<file path="src/rtl/reg_pipe.sv">
// Elastic register pipeline: DEPTH valid/data stages with valid/ready flow control,
// bubble collapsing, synchronous flush and a registered occupancy count.
module reg_pipe #(
    parameter int                   DATAWIDTH   = 8,
    parameter int                   DEPTH       = 3,
    parameter logic [DATAWIDTH-1:0] RESET_VALUE = {DATAWIDTH{1'b0}}
) (
    input  logic                         Clk,
    input  logic                         Rst_n,
    input  logic                         Flush,
    input  logic                         in_valid,
    output logic                         in_ready,
    input  logic [DATAWIDTH-1:0]         in_data,
    output logic                         out_valid,
    input  logic                         out_ready,
    output logic [DATAWIDTH-1:0]         out_data,
    output logic [$clog2(DEPTH+1)-1:0]   occupancy
);

    localparam int OCC_W = $clog2(DEPTH+1);

    function automatic logic [OCC_W-1:0] popcount(input logic [DEPTH-1:0] bits);
        logic [OCC_W-1:0] cnt;
        cnt = {OCC_W{1'b0}};
        for (int i = 0; i < DEPTH; i++) begin
            cnt = cnt + OCC_W'(bits[i]);
        end
        return cnt;
    endfunction

    logic [DEPTH-1:0]     v_r;
    logic [DEPTH-1:0]     adv_s;
    logic [DEPTH-1:0]     src_v_s;
    logic [DEPTH-1:0]     v_next_s;
    logic [DATAWIDTH-1:0] d_r     [DEPTH];
    logic [DATAWIDTH-1:0] src_d_s [DEPTH];
    logic [OCC_W-1:0]     occ_r;

    // Each stage's upstream source; stage 0 is fed straight from the producer.
    assign src_v_s[0] = in_valid;
    assign src_d_s[0] = in_data;
    for (genvar g = 1; g < DEPTH; g++) begin : g_src
        assign src_v_s[g] = v_r[g-1];
        assign src_d_s[g] = d_r[g-1];
    end

    // Advance chain: a stage moves if anything at or below it can drain.
    always_comb begin
        logic acc_s;
        adv_s = {DEPTH{1'b0}};
        acc_s = out_ready;
        for (int i = DEPTH - 1; i >= 0; i--) begin
            acc_s    = acc_s | ~v_r[i];
            adv_s[i] = acc_s;
        end
    end

    assign v_next_s = Flush ? {DEPTH{1'b0}} : ((adv_s & src_v_s) | (~adv_s & v_r));

    // Valid bits and occupancy; occupancy is the popcount of the next valid vector.
    always_ff @(posedge Clk or negedge Rst_n) begin
        if (!Rst_n) begin
            v_r   <= {DEPTH{1'b0}};
            occ_r <= {OCC_W{1'b0}};
        end else begin
            v_r   <= v_next_s;
            occ_r <= popcount(v_next_s);
        end
    end

    // Data registers load unconditionally on advance; contents of empty stages are don't-care.
    always_ff @(posedge Clk or negedge Rst_n) begin
        if (!Rst_n) begin
            for (int i = 0; i < DEPTH; i++) begin
                d_r[i] <= RESET_VALUE;
            end
        end else if (Flush) begin
            for (int i = 0; i < DEPTH; i++) begin
                d_r[i] <= RESET_VALUE;
            end
        end else begin
            for (int i = 0; i < DEPTH; i++) begin
                if (adv_s[i]) begin
                    d_r[i] <= src_d_s[i];
                end
            end
        end
    end

    // Rst_n gates in_ready so nothing is offered as accepted while held in reset.
    assign in_ready  = adv_s[0] & ~Flush & Rst_n;
    assign out_valid = v_r[DEPTH-1] & ~Flush;
    assign out_data  = d_r[DEPTH-1];
    assign occupancy = occ_r;

endmodule
</file>
<file path="config.mk">
export PLATFORM = sky130hd
export DESIGN_NAME = reg_pipe
export DESIGN_NICKNAME = d
export VERILOG_FILES = /design/src/rtl/reg_pipe.sv
export SDC_FILE = /design/constraint.sdc
export NUM_CORES = 1
export LEC_CHECK = 0
export ABC_AREA = 1
export BUFFER_PORTS_ARGS = -buffer_cell sky130_fd_sc_hd__clkbuf_2
export CAP_MARGIN = 10
export CORE_MARGIN = 5
export CORE_UTILIZATION = 54
export CTS_CLUSTER_SIZE = 8
export DETAILED_ROUTE_END_ITERATION = 6
export HOLD_SLACK_MARGIN = 0.08
export PLACE_DENSITY = 0.84
export SLEW_MARGIN = 15
export SYNTH_ARGS = -nofsm -noshare
export SYNTH_HDL_FRONTEND = slang
export SYNTH_SLANG_ARGS = --single-unit
</file>
<file path="constraint.sdc">
create_clock -name Clk -period 2 [get_ports Clk]
set_clock_uncertainty 0.05 [all_clocks]
set_input_delay 0.1 -clock Clk [delete_from_list [all_inputs] [get_ports Clk]]
set_output_delay 0.1 -clock Clk [all_outputs]
set_load 0.02 [all_outputs]
</file>
==> results of run 1 <==
[what timing repair did]
action                    CTS  global route
hold buffers               10             0
buffers inserted            0             0
hold endpoints to repair   38             0
[per-layer routing]
| metal | vias to the layer above | wire (um) | global-route usage [%] |
|---|---|---|---|
| met5 | - | 0 | 0 |
| met4 | 0 | 59 | 8.67 |
| met3 | 8 | 134 | 3.83 |
| met2 | 24 | 1350 | 30.2 |
| met1 | 507 | 1220 | 20.8 |
| li1 | 546 | - | - |
[area by class of cell]
type,instances,area (sq um)
inverters,12,45.0
flip-flops and latches,29,726
fillers,210,846
repair buffers,39,258
well taps,30,37.5
multi-input cells,102,517
clock buffers,8,48.8
[cells in the mapped netlist]
| library cell | n |
|---|---|
| inv_1 | 12 |
| nand3_1 | 8 |
| a21oi_1 | 8 |
| nand3_4 | 1 |
| buf_2 | 2 |
| nor2_4 | 2 |
| o21bai_2 | 8 |
| buf_6 | 2 |
| nand2_1 | 52 |
| fa_1 | 1 |
| nor2_1 | 17 |
| o21ai_0 | 2 |
| dfrtp_1 | 29 |
| nand2_2 | 1 |
| nand4_1 | 1 |
| o21ai_1 | 1 |
| buf_4 | 11 |
[cells in the final DEF (no fill, tap or decap), drive strengths merged]
master,n
nand3,9
inv,12
nor2,19
nand2,53
buf,5
o21bai,8
a21oi,8
dfrtp,29
fa,1
o21ai,3
nand4,1
dlygate4sd3,10
clkbuf,32
[stage by stage]
| step | util, % | total power [mW] | setup WS (ns) | hold WS (ns) |
|---|---|---|---|---|
| 3_3_place_gp | 59.8 | 0.744 | 0.500 | 0.0836 |
| 2_1_floorplan | - | 0.710 | 0.510 | -0.246 |
| 6_report | 65.9 | 1.09 | 0.354 | 0.149 |
| 5_1_grt | 65.9 | 1.13 | 0.223 | 0.193 |
| 3_5_place_dp | 59.8 | 0.751 | 0.370 | 0.0999 |
| 4_1_cts | 65.9 | 1.10 | 0.358 | 0.135 |
[kinds of logic after synthesis]
group,count (synthesis),share of synthesized area (%)
AOI/OAI and AO/OA,19,10.3
adders and majority gates,1,1.43
buffers and inverters,27,11.4
DFF,29,51.7
and+or+nand+nor,82,25.1
[report_power, final]
part / internal, mW / switching, mW
combinational: 0.0548 / 0.0743
sequential: 0.611 / 0.0131
clock: 0.140 / 0.193
[final timing paths]
| check | endpoint | slack, ns |
|---|---|---|
| max reg2reg | occupancy[0]$_DFF_PN0_ | 0.35 |
| min in group asynchronous | occupancy[1]$_DFF_PN0_ | 0.27 |
| max in group asynchronous | d_r[21]$_DFFE_PN0P_ | 1.35 |
| min reg2reg | d_r[22]$_DFFE_PN0P_ | 0.44 |
| min | out_data[6]$_DFFE_PN0P_ | 0.15 |
| max | occupancy[0]$_DFF_PN0_ | 0.35 |
[worst reg2reg max path, cell delays in order (launching register included)]
cell     delay [ns]
dfrtp_1        0.45
nand2_2        0.16
o21ai_0        0.37
fa_1           0.49
[state kept, by name, summed over array words and instances (netlist names)]
| signal | flops |
|---|---|
| occupancy | 2 |
| out_data | 8 |
| v_r | 3 |
| d_r | 16 |
==> run metrics, run 1 <==
run status=complete, no violations; Reg2Reg Depth=3; post-cts gate resize count=0; CTS Buf Count=5; CP bufs+invs=0; Die Span Y=between 60 and 70 um; beginning of the worst register-to-register path=v_r[2]$_DFF_PN0_; Required @ worst endpoint=between 2 and 2.5 ns; power per cell area=about 670 nW/um^2; GRT overflow=0; Die ar.=roughly 3700 sq um; number of global-route vias before repair=1114; Crit Path Class=flop to flop; worst endpoint data arrival time=1.80 ns; sequential share of the synthesized area=about 52%; Ys Warns=0; fmax=roughly 600 MHz; Slowest cell on crit path=fa_1; hold path depth=5; max-cap violations=0; H-tree Lvls=2; CTS tree=built; Distinct cells, synth=17; DRC viols=0; Crit path depth=3; VDD IR max=~450 uV; LEAKAGE=slightly below 0.9 nW; Syn Inst Count=roughly 160; syn_nets=between 150 and 200; Reg clk slew, reported paths=roughly 0.09 ns; clk sinks=29; vias=approximately 1100; Initial DRT Pass Iterations=4; min-delay src=out_ready; DP Area=roughly 1500 sq um; NumNets Final=203; Syn Area/Cell=between 8 and 9 sq um; fin cells=220; root buf cell=clkbuf_4; cell breakdown of the critical path=nand2_2 > o21ai_0 > fa_1; post-route cell area=between 1500 and 2000 sq um; setup TNS=0 ns; minimum clock period=roughly 1.6 ns; delay-heaviest family, CP=adder cells; initial antenna violation count=0; share of cells above drive strength 1=around a quarter; RSZ-0062 raised after global routing=false; Layout area overhead=16.3%; Worst-Margin Slew=about 0.37 ns; Placed Cells=~200; CP endpoint kind=flop; Startpoint Class=flop; All-Layer GR Usage=~18%; Synth top area share=around half; HP Class=input port to flop; max-slew violation count=0; largest net degree at the start of global routing=30; fin crit share=between 80 and 90%; largest area contributor in the netlist=dfrtp_1; Worst slew margin=about three quarters; IO Port Bufs=24; detailed-route wire length per cell=roughly 13 um; Routed WL=~2800 um; CP peak stage delay=0.49 ns; clock insertion delay at the later pin of the skew report=approximately 0.32 ns; synth top area cells=dfrtp_1, nand2_1, o21bai_2; global-route wire length before repair=~4800 um; endpoints failing hold=0; Yosys reg bits=29; Ant. Diodes=0; DP Wirelength=about 1900 um; endpoints failing setup=0; Die W=61.0 um; Max Buffers Root-to-Sink=2; GP Congestion=approximately 0.85; DR vias/cell=just under 5; initial core utilization=a little under three fifths; Routed Antenna Nets=0; Crit. Startpoint=v_r[2]$_DFF_PN0_; Cell Rows=18; placeable core region=around 2500 sq um; Initial DRC Count=43; CP max FO=10; I/O pin count=25; mapped cell area=between 1000 and 1500 sq um
(Power assumes the default switching activity.)
==> inputs of run 2 (changes only) <==
Settings changed: ABC_AREA 1 to 0, CORE_UTILIZATION 54 to 53, PLACE_DENSITY 0.84 to 0.83.
Clock period 2 ns to 1.6 ns, I/O delays scaled along.
==> run 2 against run 1 <==
Synthesized area decreased by 9.9%. Power rose by 22%. Combinational power up 15%. Clock power up 21%. Sequential cell count is the same. Critical path type is now flop to output pin. Largest cell class unchanged. Highest routed layer unchanged.
==> run metrics, run 2 <==
run status=complete, no violations; Required @ worst endpoint=1.47 ns; Crit. Startpoint=v_r[2]$_DFF_PN0_; power per cell area=857 nW/um^2; number of global-route vias before repair=~990; Power, Total=approximately 1.3 mW; CP bufs+invs=2; met3 routed wirelength=117 um; max-cap violations=0; EDFF count, synth=0; Fillers=a little over 200; metal2 WL=roughly 1300 um; max-slew violation count=0; root buf cell=clkbuf_4; Die Span Y=just under 60 um; NumNets Final=180; IO Port Bufs=24; VDD IR max=713 uV; Reg clk slew, reported paths=0.08 ns; routed length on met1=around 1000 um; All-Layer GR Usage=between 10% and 20%; LEAKAGE=~0.75 nW; clock insertion delay at the later pin of the skew report=around 0.31 ns; Worst-Margin Slew=between 0.3 and 0.4 ns; sw power=around 0.32 mW; CP peak stage delay=roughly 0.4 ns; synth top area cells=dfrtp_1, nand2_1, a21oi_1; Syn Inst Count=131; CTS tree=built; leading cell types in the layout, fill and taps excluded=nand2_1, dfrtp_1, clkbuf_2, a21oi_1, dlygate4sd3_1; endpoints failing hold=0; RSZ-0062 raised after global routing=false; Die ar.=approximately 3500 sq um; detailed-route wire length per cell=12.7 um; cell breakdown of the critical path=and4b_1 > buf_6 > nor3b_2 > buf_4; internal power=~1.0 mW; Reg with most FFs=d_r; DP Wirelength=about 1600 um; placeable core region=about 2300 sq um; Cell Rows=17; Die W=~59 um; Ant. Diodes=0; register area=about 730 sq um; beginning of the worst register-to-register path=v_r[2]$_DFF_PN0_; Startpoint Class=flop; sequential share of the synthesized area=57.4%; GRT overflow=0; Initial DRC Count=5; max FFs per register=16; Synth top area share=between 50% and 60%; cell with the most instances after synthesis=nand2_1; sequential power share=58.7%; Layout area overhead=22.6%; share of cells above drive strength 1=28.7%; top cells by count, synth=nand2_1, dfrtp_1, a21oi_1, buf_4, a21oi_2; Max Buffers Root-to-Sink=2; Sw Share=around a quarter; initial core utilization=56.0%; initial antenna violation count=0; Distinct cells, synth=17; DR vias/cell=between 4 and 5; clock network power share=between 30% and 40%; commonest non-fill, non-tap cell in the layout=nand2_1; Slowest cell on crit path=dfrtp_1; largest area contributor in the netlist=dfrtp_1; setup TNS=0 ns; clk sinks=29; min-delay src=Flush; Logic pwr share=between 10% and 20%; Syn Area/Cell=slightly below 10 sq um; Routed Antenna Nets=0; H-tree Lvls=2; vias=roughly 970; Initial DRT Pass Iterations=4; mapped cell area=1260 sq um; DRC viols=0; HP Class=input port to flop; Ys Warns=0; Crit Path Class=flop to output pin; fin crit share=approximately 96%; Primary FF master, synth=dfrtp_1; syn_nets=roughly 150; CP max FO=9; Multi-input gate area=roughly 440 sq um; global-route wire length before repair=between 4000 and 5000 um; ys async rst share=100%; delay-heaviest family, CP=flip-flops; worst endpoint data arrival time=between 1 and 1.5 ns; fmax=approximately 650 MHz; largest net degree at the start of global routing=30; Worst slew margin=about three quarters; minimum clock period=1.54 ns; GP Congestion=between 0.7 and 0.8; CTS Buf Count=5; I/O pin count=25; endpoints failing setup=0; CP endpoint kind=output pin; Yosys reg bits=29; Routed WL=approximately 2500 um; top routing layer in use=met4
==> run 2: final cells by class <==
| class | instances | share of cell area (%) |
|---|---|---|
| Timing Repair Buffer | 43 | 19.2 |
| Tap cell | 28 | 2.26 |
| Sequential cell | 29 | 46.8 |
| Multi-Input combinational cell | 87 | 28.5 |
| Clock buffer | 8 | 3.15 |
==> run 2: metal layers <==
metal / vias up / global-route usage, %
li1: 480 / -
met1: 454 / 18.0
met2: 25 / 28.2
met3: 8 / 6.36
met4: 0 / 7.77
met5: - / 0
==> run 2: final timing paths <==
check | to | cells past startpoint | slack (ns)
max in group asynchronous | out_data[7]$_DFFE_PN0P_ | 3 | 0.99
hold reg to reg | out_data[3]$_DFFE_PN0P_ | 2 | 0.47
setup reg to reg | occupancy[0]$_DFF_PN0_ | 5 | 0.09
setup / recovery | in_ready | 4 | 0.06
hold / removal | d_r[23]$_DFFE_PN0P_ | 2 | 0.10
min in group asynchronous | occupancy[1]$_DFF_PN0_ | 3 | 0.26
==> run 2: kinds of logic (layout without fill, tap and decap cells) <==
logic type                 after synthesis  in the layout  synth area share (%)
and+or+nand+nor                         62             62                  21.3
DFF                                     29             29                  57.4
buffers and inverters                   15             51                  7.82
AOI/OAI and AO/OA                       24             24                  11.9
adders and majority gates                1              1                  1.58
==> run 2: power by group through the flow <==
stage	Combinational, mW	Clock (mW)	Sequential [mW]
after global routing	0.165	0.447	0.783
after detailed placement	0.119	0	0.795
after global placement	0.117	0	0.792
after CTS	0.148	0.417	0.778
after floorplan	0.0705	0	0.796
final	0.148	0.401	0.778
==> run 2: through the flow <==
stage	area (sq um)	utilization [%]	hold WS, ns	setup slack (ns)	cells
5_1_grt	1550	68.7	0.118	0.00161	195
4_1_cts	1540	68.4	0.0841	0.0216	195
2_1_floorplan	1260	-	-0.266	0.0620	131
3_3_place_gp	1360	60.2	0.0562	0.179	173
6_report	1550	68.7	0.103	0.0589	195
3_5_place_dp	1360	60.2	0.0657	0.115	173
==> run 2: repair_timing <==
item | CTS | global route
resized for setup | 2 | 3
hold buffers | 10 | 0
setup endpoints to repair | 1 | 2
setup buffers | 4 | 0
pin swaps | 1 | 3
hold endpoints to repair | 38 | 0
